### src/rtl/adder_share_pkg.sv
// adder_share_pkg: shared defaults, id-width helper and tag type for the adder-sharing controller.
package adder_share_pkg;
    localparam int WIDTH_DEF   = 12;
    localparam int ADD_LAT_DEF = 2;
    localparam int MAX_ID_W    = 3;
    function automatic int id_w(input int n);
        return (n > 1) ? $clog2(n) : 1;
    endfunction
    typedef struct packed {
        logic                valid;
        logic [MAX_ID_W-1:0] id;
    } tag_t;
endpackage

### src/rtl/adder_share_ctrl_if.sv
// adder_share_ctrl_if: requester and response handshake bundle.
interface adder_share_ctrl_if import adder_share_pkg::*; #(
    parameter int NREQ  = 4,
    parameter int WIDTH = WIDTH_DEF
);
    localparam int ID_W = id_w(NREQ);
    logic [NREQ-1:0]       req_valid;
    logic [NREQ-1:0]       req_ready;
    logic [NREQ*WIDTH-1:0] req_a;
    logic [NREQ*WIDTH-1:0] req_b;
    logic                  rsp_valid;
    logic                  rsp_ready;
    logic [WIDTH-1:0]      rsp_sum;
    logic [ID_W-1:0]       rsp_id;
    modport master (output req_valid, req_a, req_b, rsp_ready,
                    input  req_ready, rsp_valid, rsp_sum, rsp_id);
    modport slave  (input  req_valid, req_a, req_b, rsp_ready,
                    output req_ready, rsp_valid, rsp_sum, rsp_id);
endinterface

### src/rtl/adder_rsp_fifo.sv
// adder_rsp_fifo: first-word fall-through response FIFO with occupancy count.
module adder_rsp_fifo #(
    parameter int DEPTH = 4,
    parameter int W     = 14,
    localparam int CNT_W = $clog2(DEPTH + 1),
    localparam int AW    = (DEPTH > 1) ? $clog2(DEPTH) : 1
) (
    input  logic             clk,
    input  logic             rst_n,
    input  logic             push,
    input  logic [W-1:0]     din,
    input  logic             pop,
    output logic [W-1:0]     dout,
    output logic             empty,
    output logic [CNT_W-1:0] count
);
    logic [W-1:0]  mem [DEPTH];
    logic [AW-1:0] rd, wr;
    function automatic logic [AW-1:0] nxt(input logic [AW-1:0] p);
        return (p == AW'(DEPTH - 1)) ? '0 : p + 1'b1;
    endfunction
    assign empty = (count == '0);
    assign dout  = empty ? '0 : mem[rd];
    always_ff @(posedge clk)
        if (push) mem[wr] <= din;
    always_ff @(posedge clk or negedge rst_n)
        if (!rst_n) begin
            rd    <= '0;
            wr    <= '0;
            count <= '0;
        end else begin
            if (push) wr <= nxt(wr);
            if (pop) rd <= nxt(rd);
            if (push != pop) count <= push ? count + 1'b1 : count - 1'b1;
        end
    assert property (@(posedge clk) disable iff (!rst_n) !(pop && empty));
    assert property (@(posedge clk) disable iff (!rst_n) !(push && !pop && count == CNT_W'(DEPTH)));
endmodule

### src/rtl/adder_share_ctrl.sv
// adder_share_ctrl: round-robin sharing of one registered adder among NREQ requesters,
// with id tags tracked through the adder latency and credit-limited issue into a response FIFO.
module adder_share_ctrl import adder_share_pkg::*; #(
    parameter int NREQ       = 4,
    parameter int WIDTH      = WIDTH_DEF,
    parameter int ADD_LAT    = ADD_LAT_DEF,
    parameter int FIFO_DEPTH = 4
) (
    input  logic             clk,
    input  logic             rst_n,
    adder_share_ctrl_if.slave bus,
    output logic [WIDTH-1:0] add_a,
    output logic [WIDTH-1:0] add_b,
    input  logic [WIDTH-1:0] add_c
);
    localparam int ID_W  = id_w(NREQ);
    localparam int CNT_W = $clog2(FIFO_DEPTH + 1);
    logic [ID_W-1:0]       ptr, gnt;
    logic                  gnt_any, issue, pop, fifo_empty;
    logic [CNT_W-1:0]      outstanding, fifo_count;
    logic [ID_W+WIDTH-1:0] fifo_dout;
    tag_t                  tags [ADD_LAT];
    // Scan downward so the requester closest to ptr is the last (winning) assignment.
    always_comb begin
        gnt_any = 1'b0;
        gnt     = '0;
        for (int k = NREQ - 1; k >= 0; k--)
            if (bus.req_valid[(int'(ptr) + k) % NREQ]) begin
                gnt_any = 1'b1;
                gnt     = ID_W'((int'(ptr) + k) % NREQ);
            end
    end
    assign issue         = rst_n && gnt_any && (outstanding < CNT_W'(FIFO_DEPTH));
    assign bus.req_ready = issue ? NREQ'(1) << gnt : '0;
    assign add_a         = issue ? bus.req_a[gnt*WIDTH +: WIDTH] : '0;
    assign add_b         = issue ? bus.req_b[gnt*WIDTH +: WIDTH] : '0;
    assign pop           = bus.rsp_valid && bus.rsp_ready;
    always_ff @(posedge clk or negedge rst_n)
        if (!rst_n) begin
            ptr         <= '0;
            outstanding <= '0;
        end else begin
            if (issue) ptr <= (gnt == ID_W'(NREQ - 1)) ? '0 : gnt + 1'b1;
            if (issue != pop) outstanding <= issue ? outstanding + 1'b1 : outstanding - 1'b1;
        end
    always_ff @(posedge clk or negedge rst_n)
        if (!rst_n) begin
            for (int i = 0; i < ADD_LAT; i++) tags[i] <= '0;
        end else begin
            tags[0] <= '{valid: issue, id: MAX_ID_W'(gnt)};
            for (int i = 1; i < ADD_LAT; i++) tags[i] <= tags[i-1];
        end
    adder_rsp_fifo #(.DEPTH(FIFO_DEPTH), .W(ID_W + WIDTH)) u_fifo (
        .clk   (clk),
        .rst_n (rst_n),
        .push  (tags[ADD_LAT-1].valid),
        .din   ({tags[ADD_LAT-1].id[ID_W-1:0], add_c}),
        .pop   (pop),
        .dout  (fifo_dout),
        .empty (fifo_empty),
        .count (fifo_count)
    );
    assign bus.rsp_valid = !fifo_empty;
    assign bus.rsp_sum   = fifo_dout[WIDTH-1:0];
    assign bus.rsp_id    = fifo_dout[ID_W+WIDTH-1:WIDTH];
    assert property (@(posedge clk) disable iff (!rst_n) fifo_count <= outstanding);
    assert property (@(posedge clk) disable iff (!rst_n)
        !tags[ADD_LAT-1].valid || int'(tags[ADD_LAT-1].id) < NREQ);
endmodule

### src/flat_wrapper.sv
// flat-port wrapper written by rule: the top's interface ports become plain ports
module adder_share_ctrl_flat import adder_share_pkg::*;
#(
    parameter int NREQ       = 4,
    parameter int WIDTH      = WIDTH_DEF,
    parameter int ADD_LAT    = ADD_LAT_DEF,
    parameter int FIFO_DEPTH = 4
)
  (clk, rst_n, add_a, add_b, add_c, bus_req_valid, bus_req_a, bus_req_b, bus_rsp_ready, bus_req_ready, bus_rsp_valid, bus_rsp_sum, bus_rsp_id);
  adder_share_ctrl_if #(.NREQ(NREQ), .WIDTH(WIDTH)) bus_i ();
  input  logic clk;
  input  logic rst_n;
  output logic [WIDTH-1:0] add_a;
  output logic [WIDTH-1:0] add_b;
  input  logic [WIDTH-1:0] add_c;
  input wire logic [$bits(bus_i.req_valid)-1:0] bus_req_valid;
  input wire logic [$bits(bus_i.req_a)-1:0] bus_req_a;
  input wire logic [$bits(bus_i.req_b)-1:0] bus_req_b;
  input wire logic [$bits(bus_i.rsp_ready)-1:0] bus_rsp_ready;
  output wire logic [$bits(bus_i.req_ready)-1:0] bus_req_ready;
  output wire logic [$bits(bus_i.rsp_valid)-1:0] bus_rsp_valid;
  output wire logic [$bits(bus_i.rsp_sum)-1:0] bus_rsp_sum;
  output wire logic [$bits(bus_i.rsp_id)-1:0] bus_rsp_id;
  assign bus_i.req_valid = bus_req_valid;
  assign bus_i.req_a = bus_req_a;
  assign bus_i.req_b = bus_req_b;
  assign bus_i.rsp_ready = bus_rsp_ready;
  assign bus_req_ready = bus_i.req_ready;
  assign bus_rsp_valid = bus_i.rsp_valid;
  assign bus_rsp_sum = bus_i.rsp_sum;
  assign bus_rsp_id = bus_i.rsp_id;
  adder_share_ctrl #(.NREQ(NREQ), .WIDTH(WIDTH), .ADD_LAT(ADD_LAT), .FIFO_DEPTH(FIFO_DEPTH)) u_core (.clk(clk), .rst_n(rst_n), .bus(bus_i), .add_a(add_a), .add_b(add_b), .add_c(add_c));
endmodule
### config.mk
export PLATFORM = sky130hd
export DESIGN_NAME = adder_share_ctrl_flat
export DESIGN_NICKNAME = d
export VERILOG_FILES = /design/src/rtl/adder_share_pkg.sv /design/src/rtl/adder_share_ctrl_if.sv /design/src/rtl/adder_rsp_fifo.sv /design/src/rtl/adder_share_ctrl.sv /design/src/flat_wrapper.sv
export SDC_FILE = /design/constraint.sdc
export NUM_CORES = 1
export LEC_CHECK = 0
export BUFFER_PORTS_ARGS = -buffer_cell sky130_fd_sc_hd__buf_2
export CAP_MARGIN = 20
export CORE_ASPECT_RATIO = 0.75
export CORE_MARGIN = 5
export CORE_UTILIZATION = 30
export CTS_CLUSTER_SIZE = 20
export DETAILED_ROUTE_END_ITERATION = 6
export PLACE_DENSITY = 0.52
export RECOVER_POWER = 50
export SYNTH_ARGS = -nofsm -noshare
export SYNTH_HDL_FRONTEND = slang
export SYNTH_HIERARCHICAL = 1
export SYNTH_SLANG_ARGS = --single-unit
### constraint.sdc
create_clock -name clk -period 1.95 [get_ports clk]
set_input_delay 0.39 -clock clk [delete_from_list [all_inputs] [get_ports clk]]
set_output_delay 0.39 -clock clk [all_outputs]
set_load 0.01 [all_outputs]
==> flow_summary.json, run 1 <==
{
  "status": "finished with violations",
  "violations": "setup timing",
  "ys_seq_area_share_pct": 54.69,
  "ys_ff_latch": 74,
  "drv_cap": 0,
  "cp-end-kind": "primary output",
  "hp-class": "primary input to flip-flop",
  "p_int_uw": 5456,
  "drive_gt1_share_pct": 56.96,
  "mostFrequentLayoutCells": "buf_2 (132), edfxtp_1 (56), mux2i_1 (38)",
  "ant_nets": 0,
  "hold_depth": 1,
  "routed_wirelength_um": 10670,
  "grt_antenna_before_repair": 0,
  "start_util_pct": 30.26,
  "min_to": "u_core/u_fifo/mem[2][0]",
  "grt_pass1_vias": 3096,
  "leakagePower_uw": 0.002697,
  "powerDensity_nw_per_um2": 1338,
  "synth.yosys.warnings": 6,
  "rr_endpoint": "u_core/u_fifo/count[1]",
  "drv_slew": 0,
  "clock_latency_ps": 320,
  "arrival_ps": 2090,
  "ys_async_sr_fraction_pct": 24.32,
  "hpwl_um": 7435,
  "combPwrFrac_pct": 53.1,
  "setup_violations": 42,
  "tightest_slew_ps": 981.0,
  "ff2ff_path_depth": 6,
  "synth_edf_count": 56,
  "groute.usage.overall_pct": 12.90,
  "synth_nets": 387,
  "fin_crit_sh_pct": 126.9,
  "dieArea_um2": 15400,
  "maxSlewHeadroom_pct": 34.60,
  "layout_commonest_cell": "buf_2",
  "avgSynthCellArea_um2": 14.94,
  "vias_per_cell": 4.584,
  "dp.cells": 612,
  "first_pass_iters": 4,
  "dr.first_iter.drc_count": 172,
  "max_freq_ghz": 0.4040,
  "synth_cell_type_count": 36,
  "hold_viol_final": 0,
  "r2r-start": "u_core/u_fifo/count[0]",
  "cts-root-buf": "clkbuf_16",
  "grt_overflow": 0,
  "area_growth_syn_to_layout_pct": 53.02,
  "grt_max_degree": 19,
  "fin_cells": 645,
  "required_ps": 1560,
  "cp-start-kind": "flip-flop",
  "holdWs_ps": 321.9,
  "worst-setup-path-type": "flip-flop to primary output",
  "nets": 595,
  "port_buffers": 157,
  "switchingPower_uw": 2529,
  "clkPwrFrac_pct": 19.0,
  "seqPwrFrac_pct": 27.9,
  "worst_slack_ps": -525.1,
  "cts.sinks": 74,
  "period_needed_ps": 2475,
  "clk_pin_slew_ps": 50,
  "globalplace.congestion": 0.7335,
  "reg2reg_slack_ps": 160,
  "cts.path.max_buffers": 2,
  "clock_skew_ps": 4.367,
  "fill_cells": 1169,
  "fp.dieW_um": 141.6,
  "numCtsBuffers": 9,
  "hp-start": "add_c[0]",
  "dr_total_vias": 2957,
  "synth_area_um2": 3899,
  "wl_per_cell_um": 16.53,
  "swShare_pct": 31.67,
  "power_uw": 7984,
  "synth_flop_cell": "edfxtp_1",
  "cts_hold_buf": 0,
  "insertedDiodeCount": 0,
  "drt_drc_violations_left": 0,
  "fp.coreArea_um2": 12880,
  "cts_tree": "done",
  "ir_drop_v": 0.0005753,
  "grt_setup_unrepaired": "yes",
  "htree_levels": 3,
  "crit_fanout": 5,
  "io_pins": 158,
  "synth_cells": 261,
  "row_count": 36,
  "dieHeight_um": 108.7,
  "grt_pass1_wl_um": 15510
}
[cells in the mapped netlist, types with 2 or more instances]
master / n / area (um^2)
nor2_1: 4 / 15.01
ha_1: 9 / 112.6
and2_1: 8 / 50.05
nand2b_1: 2 / 12.51
buf_6: 5 / 56.30
dfrtp_1: 18 / 450.4
edfxtp_1: 56 / 1682
o22ai_1: 25 / 156.4
mux4_1: 6 / 157.7
nand2_2: 2 / 12.51
fa_1: 2 / 40.04
nor2b_1: 7 / 43.79
nand2_1: 8 / 30.03
mux4_2: 8 / 180.2
nor3_1: 2 / 10.01
nor2b_4: 8 / 110.1
a21oi_1: 2 / 10.01
o21ai_0: 4 / 20.02
xor2_1: 4 / 35.03
mux2i_1: 48 / 480.5
buf_2: 7 / 35.03
inv_1: 9 / 33.78
mux2_2: 4 / 45.04
[routing by layer]
| layer | global-route usage [%] | wire length, um | vias up |
|---|---|---|---|
| li1 | - | - | 1413 |
| met1 | 17.20 | 4736 | 1467 |
| met2 | 21.18 | 5396 | 68 |
| met3 | 3.332 | 446 | 9 |
| met4 | 3.219 | 85 | 0 |
| met5 | 0 | 0 | - |
[power by group through the flow]
stage          clock, uW  combinational (uW)  sequential [uW]
4_1_cts             1560                4010             2220
6_report            1520                4240             2230
3_3_place_gp           0                3180             2230
3_5_place_dp           0                3230             2240
2_1_floorplan          0                2110             2210
5_1_grt             1630                4560             2270
[worst max-delay path, cell delays in order, from the launching register on]
cell and delay, ps:
dfrtp_1 380, buf_6 120, nor2b_4 120, nand3_2 60, nand4_1 170, buf_12 190
buf_8 130, buf_4 130, mux2i_2 200, o22ai_1 100, buf_2 150
[how the worst max path moves through the flow]
stage                                start        end  depth (start not counted)  slack [ps]
after floorplan              u_core/ptr[1]   add_b[2]                          6          10
after global placement    bus_req_valid[3]   add_b[3]                          9        -140
after detailed placement  bus_req_valid[3]   add_a[6]                          9        -190
after CTS                    u_core/ptr[0]   add_a[9]                         10        -490
after global routing         u_core/ptr[0]   add_b[5]                         10        -600
final                        u_core/ptr[0]  add_a[10]                         10        -530
[through the flow]
stage	worst slack (ps)	area (um^2)	utilization (%)	setup TNS [ps]
CTS	-489.6	5812	45.11	-14060
detailed placement	-187.5	5134	39.85	-3893
global route	-595.8	5966	46.31	-17920
floorplan	11.46	3914	-	0
finish	-525.1	5966	46.31	-14220
global placement	-139.0	5134	39.85	-2692
[repair_timing]
action                                  CTS  global route
endpoints found under the setup margin   42            44
gates resized for setup                  54            26
pin swaps                                 8             6
gates cloned                              5             2
hold endpoints to repair                  0             0
buffers inserted                         11             1
[cell type report]
cell class | count | area, um^2 | share of cell area, %
inverters | 9 | 38.79 | 0.6502
well taps | 171 | 214.0 | 3.586
clock inverters | 4 | 42.54 | 0.7131
clock buffers | 12 | 236.5 | 3.964
flip-flops and latches | 74 | 2132 | 35.74
repair buffers | 212 | 1524 | 25.55
multi-input cells | 163 | 1778 | 29.80
[sequential cells by signal (all words and copies together), names as in the netlist]
signal,count
u_core/outstanding,3
u_core/ptr,2
u_core/tags,6
u_core/u_fifo/count,3
u_core/u_fifo/mem,56
u_core/u_fifo/rd,2
u_core/u_fifo/wr,2
[logic make-up after synthesis]
group,synth area share (%)
compound gates,6.162
xor+xnor,1.123
fa+ha+maj,3.915
buf+inv,4.043
flops,54.69
mux,22.14
simple gates,7.927
Note: power is estimated with default switching activity, not from simulation.
==> run 2, diff against run 1 <==
BUFFER_PORTS_ARGS = unset   (was -buffer_cell sky130_fd_sc_hd__buf_2)
CTS_BUF_LIST = sky130_fd_sc_hd__clkbuf_8   (was unset)
DONT_BUFFER_PORTS = 1   (was unset)
PLACE_DENSITY = 0.41   (was 0.52)
==> flow_summary.json, run 2 (same netlist as run 1, synthesis figures left out) <==
{
  "grt_pass1_wl_um": 12700,
  "worst-setup-path-type": "flip-flop to primary output",
  "worst_slack_ps": -384.6,
  "powerDensity_nw_per_um2": 1365,
  "dpl_cell_area_um2": 4390,
  "mostFrequentLayoutCells": "edfxtp_1 (56), mux2i_1 (46), buf_4 (36)",
  "largest_reg_flops": 56,
  "arrival_ps": 1940,
  "port_buffers": 0,
  "cp-endpoint": "add_a[4]",
  "path_depth": 7,
  "max_stage_delay_ps": 400,
  "top_register": "u_core/u_fifo/mem",
  "hold_viol_final": 0,
  "area_growth_syn_to_layout_pct": 21.73,
  "dr.first_iter.drc_count": 95,
  "globalplace.congestion": 0.7361,
  "dieHeight_um": 108.7,
  "period_needed_ps": 2335,
  "cp_num_buf_inv": 2,
  "grt_max_degree": 25,
  "first_pass_iters": 4,
  "drt_drc_violations_left": 0,
  "timing.setup.tns_ps": -9785,
  "fp.coreArea_um2": 12880,
  "drive_gt1_share_pct": 36.45,
  "grt_setup_unrepaired": "yes",
  "cp-end-kind": "primary output",
  "path_cells": "nor2_2, o21bai_4, a221oi_4, nand2_2, buf_12, o22ai_1, buf_4",
  "violations": "setup timing",
  "fin_crit_sh_pct": 119.7,
  "power_uw": 6476,
  "design_area_um2": 4746,
  "dieArea_um2": 15400,
  "layout_commonest_cell": "edfxtp_1",
  "setup_violations": 37,
  "rr_endpoint": "u_core/outstanding[2]",
  "cts-root-buf": "clkbuf_8",
  "dr_total_vias": 2279,
  "hp-class": "primary input to flip-flop",
  "leakagePower_uw": 0.001939,
  "reg_top3": "u_core/u_fifo/mem: 56 flops, u_core/tags: 6 flops",
  "numCtsBuffers": 9,
  "clock_skew_ps": 8.283,
  "grt_pass1_vias": 2354,
  "fill_cells": 1254,
  "tightest_slew_ps": 822.6,
  "row_count": 36,
  "cts.path.max_buffers": 2,
  "required_ps": 1560,
  "drv_slew": 0,
  "ff2ff_path_depth": 6,
  "reg2reg_slack_ps": 210,
  "insertedDiodeCount": 0,
  "cts.sinks": 74,
  "htree_levels": 3,
  "crit_fanout": 24,
  "grt_antenna_before_repair": 0,
  "clock_latency_ps": 340,
  "r2r-start": "u_core/outstanding[2]",
  "nets": 431,
  "hpwl_um": 6419,
  "drv_cap": 0,
  "fp.dieW_um": 141.6,
  "maxSlewHeadroom_pct": 44.98,
  "status": "finished with violations",
  "critPathSlowestCell": "dfrtp_1",
  "grt_overflow": 0,
  "crit_family": "compound AO/OA/AOI/OAI gates",
  "cts_tree": "done",
  "ant_nets": 0,
  "io_pins": 158,
  "start_util_pct": 30.26,
  "routed_wirelength_um": 8770,
  "vias_per_cell": 4.738,
  "ir_drop_v": 0.0004906,
  "max_freq_ghz": 0.4283,
  "cp-startpoint": "u_core/ptr[0]",
  "groute.usage.overall_pct": 10.87,
  "wl_per_cell_um": 18.23,
  "cp-start-kind": "flip-flop",
  "clk_pin_slew_ps": 70
}
-- run 2: how the worst min path moves through the flow --
stage / startpoint / to / slack [ps] / cells after the start
finish: add_c[10] / u_core/u_fifo/mem[1][10] / 140 / 0
global route: add_c[10] / u_core/u_fifo/mem[1][10] / 100 / 0
CTS: add_c[10] / u_core/u_fifo/mem[1][10] / 110 / 0
detailed placement: rst_n / u_core/ptr[1] / 100 / 0
global placement: rst_n / u_core/ptr[1] / 100 / 0
floorplan: rst_n / u_core/outstanding[0] / 90 / 0
-- run 2: worst register-to-register path, cell delays in order, from the launching register on --
cell and delay (ps):
dfrtp_1 390, nor2_1 340, inv_1 120, fa_1 470, nor3_1 190, nand2_1 70
o211ai_1 90
-- run 2: what timing repair did --
| item | in CTS | in global routing |
|---|---|---|
| gates cloned | 0 | 0 |
| setup buffers | 6 | 0 |
| hold endpoints to repair | 18 | 0 |
| hold buffers | 1 | 0 |
| setup endpoints to repair | 42 | 42 |
| resized for setup | 33 | 11 |
| pin swaps | 0 | 1 |
-- run 2: routing by layer --
layer	vias up	global-route usage [%]	part of all wire, %
met1	1128	14.59	44
met3	13	4.559	6.6
met2	54	16.00	48
li1	1084	-	-
met4	0	3.493	1.5
met5	-	0	0
-- run 2: where the power goes --
group / internal [uW] / leakage [uW] / switching [uW] / total, uW
logic: 1700 / 0.00111 / 1500 / 3190
registers: 2040 / 0.000723 / 176 / 2210
clock network: 568 / 0.000108 / 503 / 1070
-- run 2: cell type report --
cell class	count	area, um^2	area share [%]
tap	171	214.0	4.508
timing repair buffer	48	464.2	9.781
inverter	9	33.78	0.7118
multi-input combinational	163	1723	36.30
clock buffer	9	123.9	2.610
clock inverter	7	55.05	1.160
sequential	74	2132	44.92
-- run 2: per-stage QoR --
| step | hold slack, ps | util [%] | cells | setup slack, ps |
|---|---|---|---|---|
| 2_1_floorplan | 94.41 | - | 261 | 11.46 |
| 3_3_place_gp | 95.16 | 34.08 | 459 | -45.63 |
| 3_5_place_dp | 95.14 | 34.08 | 459 | -48.18 |
| 4_1_cts | 113.0 | 36.44 | 481 | -406.2 |
| 5_1_grt | 97.15 | 36.84 | 481 | -525.7 |
| 6_report | 140.5 | 36.84 | 481 | -384.6 |
==> run 3, diff against run 2 <==
CORE_UTILIZATION = 40   (was 30)
PLACE_DENSITY = 0.52   (was 0.41)
==> flow_summary.json, run 3 (same netlist as run 1, synthesis figures left out) <==
{
  "critPathSlowestCell": "dfrtp_1",
  "globalplace.congestion": 0.8013,
  "drv_cap": 0,
  "start_util_pct": 40.69,
  "reg_top3": "u_core/u_fifo/mem: 56 flops, u_core/tags: 6 flops",
  "port_buffers": 0,
  "cp-end-kind": "primary output",
  "first_pass_iters": 4,
  "clock_latency_ps": 330,
  "combPwrFrac_pct": 52.2,
  "dr.first_iter.drc_count": 194,
  "switchingPower_uw": 2321,
  "hold_viol_final": 0,
  "numCtsBuffers": 9,
  "mostFrequentLayoutCells": "edfxtp_1 (56), buf_4 (43), mux2i_1 (42)",
  "cp-start-kind": "flip-flop",
  "worst_slack_ps": -482.4,
  "dr_total_vias": 2334,
  "ir_drop_v": 0.0006448,
  "vias_per_cell": 5.130,
  "period_needed_ps": 2432,
  "clk_pin_slew_ps": 70,
  "cts-root-buf": "clkbuf_8",
  "path_cells": "buf_6, nor2b_4, nand3_1, nand4_1, buf_6, buf_12, buf_12, mux2i_1, o22ai_2, buf_4",
  "worst-setup-path-type": "flip-flop to primary output",
  "arrival_ps": 2040,
  "largest_reg_flops": 56,
  "cts.path.max_buffers": 2,
  "clock_skew_ps": 3.356,
  "hpwl_um": 6117,
  "dp.cells": 422,
  "hp-class": "primary input to flip-flop",
  "fp.dieW_um": 124,
  "groute.usage.overall_pct": 14.16,
  "htree_levels": 3,
  "max_freq_ghz": 0.4111,
  "wl_per_cell_um": 19.60,
  "grt_setup_unrepaired": "yes",
  "seqPwrFrac_pct": 32.4,
  "grt_antenna_before_repair": 0,
  "violations": "setup timing",
  "crit_fanout": 11,
  "top_register": "u_core/u_fifo/mem",
  "cts_tree": "done",
  "status": "finished with violations",
  "swShare_pct": 33.57,
  "nets": 444,
  "area_growth_syn_to_layout_pct": 29.27,
  "leakagePower_uw": 0.002059,
  "cts.sinks": 74,
  "maxSlewHeadroom_pct": 45.06,
  "required_ps": 1560,
  "io_pins": 158,
  "routed_wirelength_um": 8920,
  "max_stage_delay_ps": 390,
  "ant_nets": 0,
  "grt_max_degree": 19,
  "drive_gt1_share_pct": 44.27,
  "fin_util_pct": 52.61,
  "fin_crit_sh_pct": 124.7,
  "dieHeight_um": 95.50,
  "powerDensity_nw_per_um2": 1372,
  "drv_slew": 0,
  "dpl_cell_area_um2": 4357,
  "grt_pass1_vias": 2381,
  "design_area_um2": 5040,
  "clkPwrFrac_pct": 15.5,
  "power_uw": 6915,
  "drt_drc_violations_left": 0,
  "p_int_uw": 4594,
  "fp.coreArea_um2": 9580,
  "fin_cells": 455,
  "setup_violations": 33,
  "row_count": 31,
  "layout_commonest_cell": "edfxtp_1",
  "grt_overflow": 0,
  "tightest_slew_ps": 821.3,
  "grt_pass1_wl_um": 12550,
  "dieArea_um2": 11840,
  "insertedDiodeCount": 0
}
[run 3: cell types whose count changed in the layout (fill, tap and decap cells not counted), moves of 3 or more]
cell	change
buf_12	+3
buf_4	+7
inv_2	-3
mux2i_1	-4
mux2i_2	+3
o22ai_1	-18
o22ai_2	+14
o22ai_4	+4
[run 3: critical path: cells and delay by family (launching register included)]
kind / cells / cell delay [ps]
buffers and inverters: 5 / 710
AO/OA/AOI/OAI: 1 / 120
flip-flops: 1 / 390
multiplexers: 1 / 210
AND/OR/NAND/NOR: 3 / 280
[run 3: timing repair]
action                                  4_1_cts  5_1_grt
endpoints found under the hold margin        18        0
pin swaps                                     1        2
cloned                                        1        1
setup buffers                                 5       10
hold buffers                                  1        0
endpoints found under the setup margin       42       44
gates resized for setup                      56       17
[run 3: stage by stage]
| step | setup WS [ps] | hold WS, ps | TNS, ps |
|---|---|---|---|
| 2_1_floorplan | 11.46 | 94.41 | 0 |
| 5_1_grt | -566.9 | 108.9 | -15190 |
| 4_1_cts | -461.9 | 122.5 | -12230 |
| 3_3_place_gp | -88.10 | 94.99 | -580.7 |
| 6_report | -482.4 | 145.1 | -10600 |
| 3_5_place_dp | -92.01 | 94.99 | -1614 |
[run 3: metal layers]
metal / track usage (%) / vias up / wire [um]
met1: 20.31 / 1163 / 3939
met2: 20.15 / 55 / 4430
li1: - / 1109 / -
met3: 5.160 / 7 / 504
met4: 4.011 / 0 / 46
met5: 0 / - / 0
[run 3: layout make-up]
type	instances	area (um^2)
Fill cell	821	4541
Clock inverter	7	53.80
Clock buffer	9	123.9
Sequential cell	74	2133
Inverter	9	33.78
Tap cell	132	165.2
Timing Repair Buffer	61	640.6
Multi-Input combinational cell	163	1889
[run 3: power by group through the flow]
stage / Combinational (uW) / Sequential, uW / Clock [uW]
floorplan: 2110 / 2210 / 0
global placement: 2840 / 2250 / 0
detailed placement: 2880 / 2260 / 0
CTS: 3360 / 2240 / 1110
global route: 3890 / 2280 / 1190
finish: 3610 / 2240 / 1070
[run 3: worst paths after layout]
check | start | end | slack, ps | depth (start not counted)
worst min-delay path | add_c[0] | u_core/u_fifo/mem[2][0] | 150 | 0
max in group asynchronous | rst_n | u_core/u_fifo/rd[0] | 790 | 1
worst min register to register | u_core/tags[5] | u_core/tags[1] | 350 | 0
worst max register to register | u_core/outstanding[2] | u_core/outstanding[2] | 120 | 7
min in group asynchronous | rst_n | u_core/ptr[1] | 590 | 1
worst max-delay path | u_core/ptr[0] | add_a[6] | -480 | 10
